### config.mk
export PLATFORM = sky130hd
export DESIGN_NAME = eth_tx_frame_arbiter
export DESIGN_NICKNAME = d
export VERILOG_FILES = /design/src/rtl/eth_tx_arb_pkg.sv /design/src/rtl/eth_tx_rr_arb.sv /design/src/rtl/eth_tx_frame_arbiter.sv
export SDC_FILE = /design/constraint.sdc
export NUM_CORES = 1
export LEC_CHECK = 0
export ABC_AREA = 1
export CORE_AREA = 2 2 102 104
export DETAILED_ROUTE_END_ITERATION = 8
export DIE_AREA = 0 0 104 106
export DONT_BUFFER_PORTS = 1
export GPL_ROUTABILITY_DRIVEN = 0
export SLEW_MARGIN = 20
export SYNTH_ARGS = -nofsm -noshare
export SYNTH_HDL_FRONTEND = slang
export SYNTH_SLANG_ARGS = --single-unit
### constraint.sdc
create_clock -name clk -period 1.9 [get_ports clk]
set_input_delay 0.38 -clock clk [delete_from_list [all_inputs] [get_ports clk]]
set_output_delay 0.38 -clock clk [all_outputs]
set_load 0.03 [all_outputs]
### src/rtl/eth_tx_arb_pkg.sv
// Shared types and constants for the Ethernet TX frame arbiter.
package eth_tx_arb_pkg;

  typedef enum logic [1:0] {
    IDLE  = 2'd0,
    XFER  = 2'd1,
    DRAIN = 2'd2
  } arb_state_e;

  // tuser bit that carries the frame-error flag to the MAC
  localparam int unsigned TUSER_ERR_BIT  = 0;
  localparam int unsigned BEAT_CNT_WIDTH = 16;

endpackage

### src/rtl/eth_tx_rr_arb.sv
// Combinational rotating-priority selector: picks the first requester
// strictly after last_grant_i, wrapping modulo S_COUNT.
module eth_tx_rr_arb
  import eth_tx_arb_pkg::*;
#(
  parameter int S_COUNT   = 4,
  parameter int SEL_WIDTH = $clog2(S_COUNT)
) (
  input  logic [S_COUNT-1:0]   req_i,
  input  logic [SEL_WIDTH-1:0] last_grant_i,
  output logic [SEL_WIDTH-1:0] grant_o,
  output logic                 any_req_o
);

  localparam logic [SEL_WIDTH:0] S_COUNT_W = (SEL_WIDTH + 1)'(S_COUNT);

  // Candidate at rotation offset gi+1; one extra bit keeps the sum from overflowing.
  logic [SEL_WIDTH-1:0] cand_idx [S_COUNT];

  generate
    for (genvar gi = 0; gi < S_COUNT; gi++) begin : g_cand
      logic [SEL_WIDTH:0] sum;
      assign sum           = {1'b0, last_grant_i} + (SEL_WIDTH + 1)'(gi + 1);
      assign cand_idx[gi]  = (sum >= S_COUNT_W) ? SEL_WIDTH'(sum - S_COUNT_W)
                                                : sum[SEL_WIDTH-1:0];
    end
  endgenerate

  always_comb begin
    grant_o   = '0;
    any_req_o = |req_i;
    // Walk from the farthest offset back so the nearest requester wins.
    for (int k = S_COUNT - 1; k >= 0; k--) begin
      if (req_i[cand_idx[k]]) begin
        grant_o = cand_idx[k];
      end
    end
  end

endmodule

### src/rtl/eth_tx_frame_arbiter.sv
// Frame-granular round-robin arbiter sharing one AXI-Stream TX MAC between
// S_COUNT sources, with runaway-frame truncation and source tagging.
module eth_tx_frame_arbiter
  import eth_tx_arb_pkg::*;
#(
  parameter int S_COUNT       = 4,
  parameter int DATA_WIDTH    = 8,
  parameter int USER_WIDTH    = 1,
  parameter int MAX_FRAME_LEN = 1518,
  parameter int SEL_WIDTH     = $clog2(S_COUNT)
) (
  input  logic                          clk,
  input  logic                          rst_n,
  input  logic [S_COUNT*DATA_WIDTH-1:0] s_axis_tdata,
  input  logic [S_COUNT-1:0]            s_axis_tvalid,
  output logic [S_COUNT-1:0]            s_axis_tready,
  input  logic [S_COUNT-1:0]            s_axis_tlast,
  input  logic [S_COUNT*USER_WIDTH-1:0] s_axis_tuser,
  output logic [DATA_WIDTH-1:0]         m_axis_tdata,
  output logic                          m_axis_tvalid,
  input  logic                          m_axis_tready,
  output logic                          m_axis_tlast,
  output logic [USER_WIDTH-1:0]         m_axis_tuser,
  output logic [SEL_WIDTH-1:0]          m_axis_tid,
  input  logic                          enable,
  output logic                          grant_valid,
  output logic [SEL_WIDTH-1:0]          grant_index,
  output logic                          stat_truncated,
  output logic [31:0]                   stat_frames
);

  localparam logic [BEAT_CNT_WIDTH-1:0] BEAT_LIMIT = BEAT_CNT_WIDTH'(MAX_FRAME_LEN - 1);

  arb_state_e                state_q, state_d;
  logic [SEL_WIDTH-1:0]      grant_index_q, grant_index_d;
  logic [SEL_WIDTH-1:0]      last_grant_q, last_grant_d;
  logic [BEAT_CNT_WIDTH-1:0] beat_cnt_q, beat_cnt_d;
  logic [31:0]               frames_q, frames_d;
  logic                      trunc_q, trunc_d;

  logic [DATA_WIDTH-1:0] src_data [S_COUNT];
  logic [USER_WIDTH-1:0] src_user [S_COUNT];

  generate
    for (genvar gi = 0; gi < S_COUNT; gi++) begin : g_unpack
      assign src_data[gi] = s_axis_tdata[gi*DATA_WIDTH +: DATA_WIDTH];
      assign src_user[gi] = s_axis_tuser[gi*USER_WIDTH +: USER_WIDTH];
    end
  endgenerate

  logic                  sel_valid;
  logic                  sel_last;
  logic [DATA_WIDTH-1:0] sel_data;
  logic [USER_WIDTH-1:0] sel_user;
  logic                  cut_beat;
  logic [SEL_WIDTH-1:0]  arb_grant;
  logic                  arb_any;

  assign sel_valid = s_axis_tvalid[grant_index_q];
  assign sel_last  = s_axis_tlast[grant_index_q];
  assign sel_data  = src_data[grant_index_q];
  assign sel_user  = src_user[grant_index_q];
  // The MAX_FRAME_LEN-th beat of a frame that has not ended on its own.
  assign cut_beat  = (beat_cnt_q == BEAT_LIMIT) && !sel_last;

  eth_tx_rr_arb #(
    .S_COUNT   (S_COUNT),
    .SEL_WIDTH (SEL_WIDTH)
  ) u_rr_arb (
    .req_i        (s_axis_tvalid),
    .last_grant_i (last_grant_q),
    .grant_o      (arb_grant),
    .any_req_o    (arb_any)
  );

  always_ff @(posedge clk or negedge rst_n) begin
    if (!rst_n) begin
      state_q       <= IDLE;
      grant_index_q <= '0;
      last_grant_q  <= SEL_WIDTH'(S_COUNT - 1);
      beat_cnt_q    <= '0;
      frames_q      <= '0;
      trunc_q       <= 1'b0;
    end else begin
      state_q       <= state_d;
      grant_index_q <= grant_index_d;
      last_grant_q  <= last_grant_d;
      beat_cnt_q    <= beat_cnt_d;
      frames_q      <= frames_d;
      trunc_q       <= trunc_d;
    end
  end

  always_comb begin
    state_d       = state_q;
    grant_index_d = grant_index_q;
    last_grant_d  = last_grant_q;
    beat_cnt_d    = beat_cnt_q;
    frames_d      = frames_q;
    trunc_d       = 1'b0;
    s_axis_tready = '0;
    m_axis_tvalid = 1'b0;
    m_axis_tdata  = '0;
    m_axis_tlast  = 1'b0;
    m_axis_tuser  = '0;
    m_axis_tid    = '0;

    case (state_q)
      IDLE: begin
        if (enable && arb_any) begin
          grant_index_d = arb_grant;
          state_d       = XFER;
        end
      end

      XFER: begin
        m_axis_tvalid                = sel_valid;
        s_axis_tready[grant_index_q] = m_axis_tready;
        m_axis_tdata                 = sel_data;
        m_axis_tid                   = grant_index_q;
        m_axis_tlast                 = sel_last | cut_beat;
        m_axis_tuser                 = sel_user;
        if (cut_beat) begin
          m_axis_tuser[TUSER_ERR_BIT] = 1'b1;
        end
        if (sel_valid && m_axis_tready) begin
          beat_cnt_d = beat_cnt_q + 1'b1;
          if (sel_last) begin
            frames_d     = frames_q + 32'd1;
            last_grant_d = grant_index_q;
            beat_cnt_d   = '0;
            state_d      = IDLE;
          end else if (cut_beat) begin
            frames_d = frames_q + 32'd1;
            trunc_d  = 1'b1;
            state_d  = DRAIN;
          end
        end
      end

      DRAIN: begin
        // Swallow the remainder of the runaway frame without emitting it.
        s_axis_tready[grant_index_q] = 1'b1;
        if (sel_valid && sel_last) begin
          last_grant_d = grant_index_q;
          beat_cnt_d   = '0;
          state_d      = IDLE;
        end
      end

      default: state_d = IDLE;
    endcase
  end

  assign grant_valid    = (state_q != IDLE);
  assign grant_index    = grant_index_q;
  assign stat_truncated = trunc_q;
  assign stat_frames    = frames_q;

endmodule

Word level (Yosys, flattened, before mapping)
Index checks and enable logic that the tools add are counted.
{ "word_totals": {"regBits": 55, "latchBits": 0, "mem_bits_rw": 0, "romBits": 0, "in_bits": 48, "output_inout_bits": 53, "elab_cells": 109, "n_memories": 0} }
{ "classes": {"n_addsub": 10, "multipliers": 0, "n_div": 0, "n_lt_le_gt_ge": 11, "n_eq_ne": 8, "shift": 0, "muxes": 55, "bitwise": 3, "n_reduce_logical": 16} }
{ "op_table": {"columns": ["op", "n"], "rows": [
  ["$mux W32", 2],
  ["$mux W16", 3],
  ["$mux W2", 17],
  ["$add A32 B1 Y32 const B", 1],
  ["$pmux W16 S2", 1],
  ["$mux W8", 3],
  ["$mux W1", 17],
  ["$add A16 B1 Y16 const B", 1],
  ["$bmux W8 S2", 1],
  ["$eq A16 B11 Y1 const B", 1],
  ["$ge A3 B3 Y1 const B", 5],
  ["$lt A2 B3 Y1 const B", 5],
  ["$bmux W1 S2", 7],
  ["$ne A2 B2 Y1 const B", 4],
  ["$pmux W4 S2", 1],
  ["$reduce_and A4 Y1", 2],
  ["$sub A2 B1 Y2 const B", 4],
  ["$add A2 B2 Y3 const B", 2],
  ["$pmux W2 S3", 1],
  ["$reduce_and A3 Y1", 2],
  ["$reduce_bool A2 Y1", 3],
  ["$logic_and A1 B1 Y1", 5],
  ["$and A4 B4 Y4", 1],
  ["$pmux W2 S2", 1],
  ["other kinds (13)", 13]
]} }

Logic depth before layout (Yosys ltp)
{ "logic_depth": {"ltp_word": 9, "depth_mapped": 13, "mapped_depth_nobuf": 12} }

Cells and area by module
A second synthesis with hierarchy kept.
{ "hier_totals": {"hier_cells": 676, "hier_area_um2": 4312.9} }
{ "modules_own_cells": {"columns": ["module", "n_inst", "cells_per_inst", "area_per_inst_um2", "seq_area_each_um2"], "rows": [
  ["eth_tx_frame_arbiter", 1, 625, 4046.4, 1378.8],
  ["eth_tx_rr_arb", 1, 51, 266.5, 0.0]
]} }

Worst setup path before layout
OpenSTA, ideal clock, no wires.
{ "synth_path": {"path_kind": "register to output", "start": "register state_q[0]", "end": "output port s_axis_tready[0]", "arrival_ns": 1.900, "required_time_ns": 1.520, "path_slack_ns": -0.380, "stages_incl_launch_ff": 8, "path_buffers": 1, "path_cell_list": "dfrtp_1 > inv_1 > ha_1 > clkbuf_1 > nor2_1 > inv_1 > o211ai_1 > nor3_1"} }
{ "synth_via": {"elab_chain_cells": 2, "elab_cells_between_ends": 3, "cone_classes": "2 x eq/ne; 1 x mux"} }
{ "synth_lines": {"columns": ["element", "line", "text"], "rows": [
  ["from (decl)", "eth_tx_frame_arbiter.sv:34", "arb_state_e state_q, state_d;"],
  ["from (signal assigned)", "eth_tx_frame_arbiter.sv:85", "state_q <= state_d;"],
  ["$eq A2 B2 Y1 or $eq A2 B1 Y1 (tied branches)", "eth_tx_frame_arbiter.sv:108", "case (state_q)"],
  ["$pmux W4 S2 *", "eth_tx_frame_arbiter.sv:108", null],
  ["to (decl)", "eth_tx_frame_arbiter.sv:16", "output logic [S_COUNT-1:0] s_axis_tready,"]
]} }
Every way passes the cells marked *; elsewhere a longest branch is shown, timed or not.

Final worst setup path
{ "layout_path": {"start": "register state_q[1]", "end": "output port s_axis_tready[1]"} }
Same word-level chain as after synthesis.

==> metrics.txt <==
Max-slew headroom 73.2%; PortBufs 0; Synth Flop Type dfrtp_1; Worst path slowest cell dfrtp_1; number of register bits inferred by synthesis 55; Die ar. 11000 um2; Worst Path Buf+Inv 4; Ant. Diodes 0; antenna violation net count after detailed routing 0; violated checks negative setup slack; Layout Utilization 56.1%; vias per cell 5.15; outcome complete, but fails checks; final instance area 5610 um2; cell row count 37; Die X-Extent 104 um; critical path peak fanout 5; IO Pins 101; Area Growth Syn to Fin 29.0%; CP Launch Point state_q[1]$_DFFE_PN0P_; DR vias 4720; unrepaired setup endpoints after global routing yes; commonest cells after routing, fill and taps aside nand2_1 (301), buf_4 (69), nor2_1 (66), inv_1 (53), dfrtp_1 (50); actual slew at the worst max-slew pin 0.402 ns; Clock Latency Late Sink 0.32 ns; Fin. Hold Viols 0; Max Fclk 490 MHz; initial antenna violation count 0; clk sinks 55; Hold Path Origin m_axis_tready; number of buffers created by CTS 5; DP Area 5020 um2; clock-pin slew on the worst setup and hold paths 0.11 ns; critical path capture point type output port; final wirelength 13200 um; global-route wire length before repair 21300 um; worst slack, placed -0.0588 ns; Startpoint Class register; Root Driver clkbuf_8; cell family with most CP delay buffers and inverters; termination of the worst setup path s_axis_tready[1]; fin worst setup slack -0.143 ns; TritonCTS clock tree yes; max-slew violation count 0; RR Startpoint grant_index[0]$_DFFE_PN0P_; total core area 10000 um2; WP data arrival 1.66 ns; share of flip-flops with an asynchronous set or reset 100%; CP max stage delay 0.43 ns; Mapped Cells 693; area of the mapped netlist 4350 um2; CP required 1.52 ns; grt ovf 0; flop2flop setup slack 0.03 ns; multi-input logic area 2890 um2; Clock Skews 0.0245 ns; layout net count 833; Die Y 106 um; synth warn 0; vias in the first global route 4490; register area 1380 um2; WP depth 8; drt first pass iters 4; Global Route Usage Sum 23.2%; fill count 991; worst-path cell chain inv_2 -> ha_4 -> nor2_4 -> inv_2 -> o211ai_1 -> buf_4 -> nor3_4 -> buf_6; most common cell after layout, fill and taps aside nand2_1; initial core utilization 43.5%; mean area per synthesized cell 6.27 um2; H-tree levels 2; post-route minimum period 2.04 ns; Distinct cells, synth 34; final setup fails 16; Power Density 1260 nW/um2; sequential area share after synthesis 31.7%; share of cells above drive strength 1 22.2%; VDD IR-drop max 893 uV; Pleak 2.68 nW; period utilization 108%; DP HPWL 9200 um; overall power 7.05 mW; Top cell by count, worst path inv_2; Max-Cap Viols 0; Syn Nets 747; type of the worst setup path reg -> out; wire per inst 14.4 um; largest net degree at the start of global routing 56; Critical R2R Capture stat_frames[3]$_DFFE_PN0P_; Detailed Route Iter0 Violations 203; # DRC 0; Post-synth EDFFs 0; CTS max path bufs 2; hold crit path type in -> reg; r2r worst-path depth 15
-- cell usage after synthesis (2+ instances only) --
master / count / area share, %
buf_2: 5 / 0.58
nand2_4: 6 / 1.6
xor2_1: 11 / 2.2
nor3_1: 20 / 2.3
nor2_8: 2 / 0.92
dfrtp_1: 53 / 31
a21oi_1: 4 / 0.46
o21ai_0: 10 / 1.2
nand3_1: 46 / 5.3
a31oi_1: 8 / 1.2
inv_1: 62 / 5.4
xnor2_1: 7 / 1.4
o21ai_2: 5 / 1.0
buf_4: 2 / 0.35
nor4_1: 2 / 0.29
nand2_1: 310 / 27
nor2_1: 73 / 6.3
dfstp_2: 2 / 1.2
nand2_2: 4 / 0.58
clkinv_1: 4 / 0.35
nand4_1: 11 / 1.6
o21ai_1: 10 / 1.2
clkbuf_1: 2 / 0.17
buf_6: 6 / 1.6
nand3b_1: 7 / 1.2
ha_1: 6 / 1.7
a22oi_1: 8 / 1.4
-- layout make-up --
| class | count | share of cell area [%] |
|---|---|---|
| Sequential cell | 55 | 24.7 |
| Clock inverter | 2 | 0.312 |
| Multi-Input combinational cell | 559 | 51.6 |
| Tap cell | 136 | 3.04 |
| Timing Repair Buffer | 90 | 14.0 |
| Clock buffer | 6 | 1.29 |
| Inverter | 68 | 5.02 |
-- sequential cells by signal, indices dropped and copies added (netlist names) --
register and count:
state_q 2, beat_cnt_q 16, last_grant_q 2, stat_truncated 1, stat_frames 32, grant_index 2
-- stage by stage --
step	instances	setup TNS [ns]	hold WS [ns]
4_1_cts	907	-1.11	0.275
3_3_place_gp	880	-0.0213	0.0857
2_1_floorplan	693	-0.175	0.0844
6_report	916	-1.52	0.276
5_1_grt	916	-3.24	0.274
3_5_place_dp	880	-0.222	0.0858
-- logic make-up (layout without fill, tap and decap cells) --
group,after synthesis,after routing,share of synthesized area [%]
flip-flops,55,55,31.7
adder cells (fa/ha/maj),6,6,1.73
XOR/XNOR,18,18,3.63
AO/OA/AOI/OAI,47,47,6.65
AND/OR/NAND/NOR,484,488,47.6
buffers and inverters,83,166,8.70
-- how the worst min path moves through the flow --
stage	end	slack [ns]	cells after the start
after floorplan	beat_cnt_q[0]$_DFFE_PN0P_	0.08	0
after global placement	stat_frames[18]$_DFFE_PN0P_	0.09	0
after detailed placement	stat_frames[18]$_DFFE_PN0P_	0.09	0
after CTS	stat_truncated$_DFF_PN0_	0.28	2
after global routing	stat_truncated$_DFF_PN0_	0.27	2
final	stat_truncated$_DFF_PN0_	0.28	2
-- repair_timing --
item / 4_1_cts / 5_1_grt
endpoints found under the hold margin: 55 / 0
pin swaps: 13 / 12
hold buffers: 2 / 0
setup endpoints to repair: 53 / 34
buffers inserted: 15 / 7
resized for setup: 40 / 23
gates cloned: 2 / 2
-- where the power goes --
| group | switching [mW] | leakage, nW | internal (mW) |
|---|---|---|---|
| logic | 2.93 | 1.90 | 1.74 |
| clock network | 0.419 | 0.0454 | 0.267 |
| registers | 0.282 | 0.732 | 1.41 |
-- routing by layer --
layer / global-route usage [%] / routed length (um) / up-vias
li1: - / - / 2356
met1: 28.8 / 5470 / 2164
met2: 42.2 / 6550 / 171
met3: 3.74 / 877 / 29
met4: 5.60 / 326 / 0
met5: 0 / 0 / -
No activity file was read; power rests on OpenSTA's default activity.
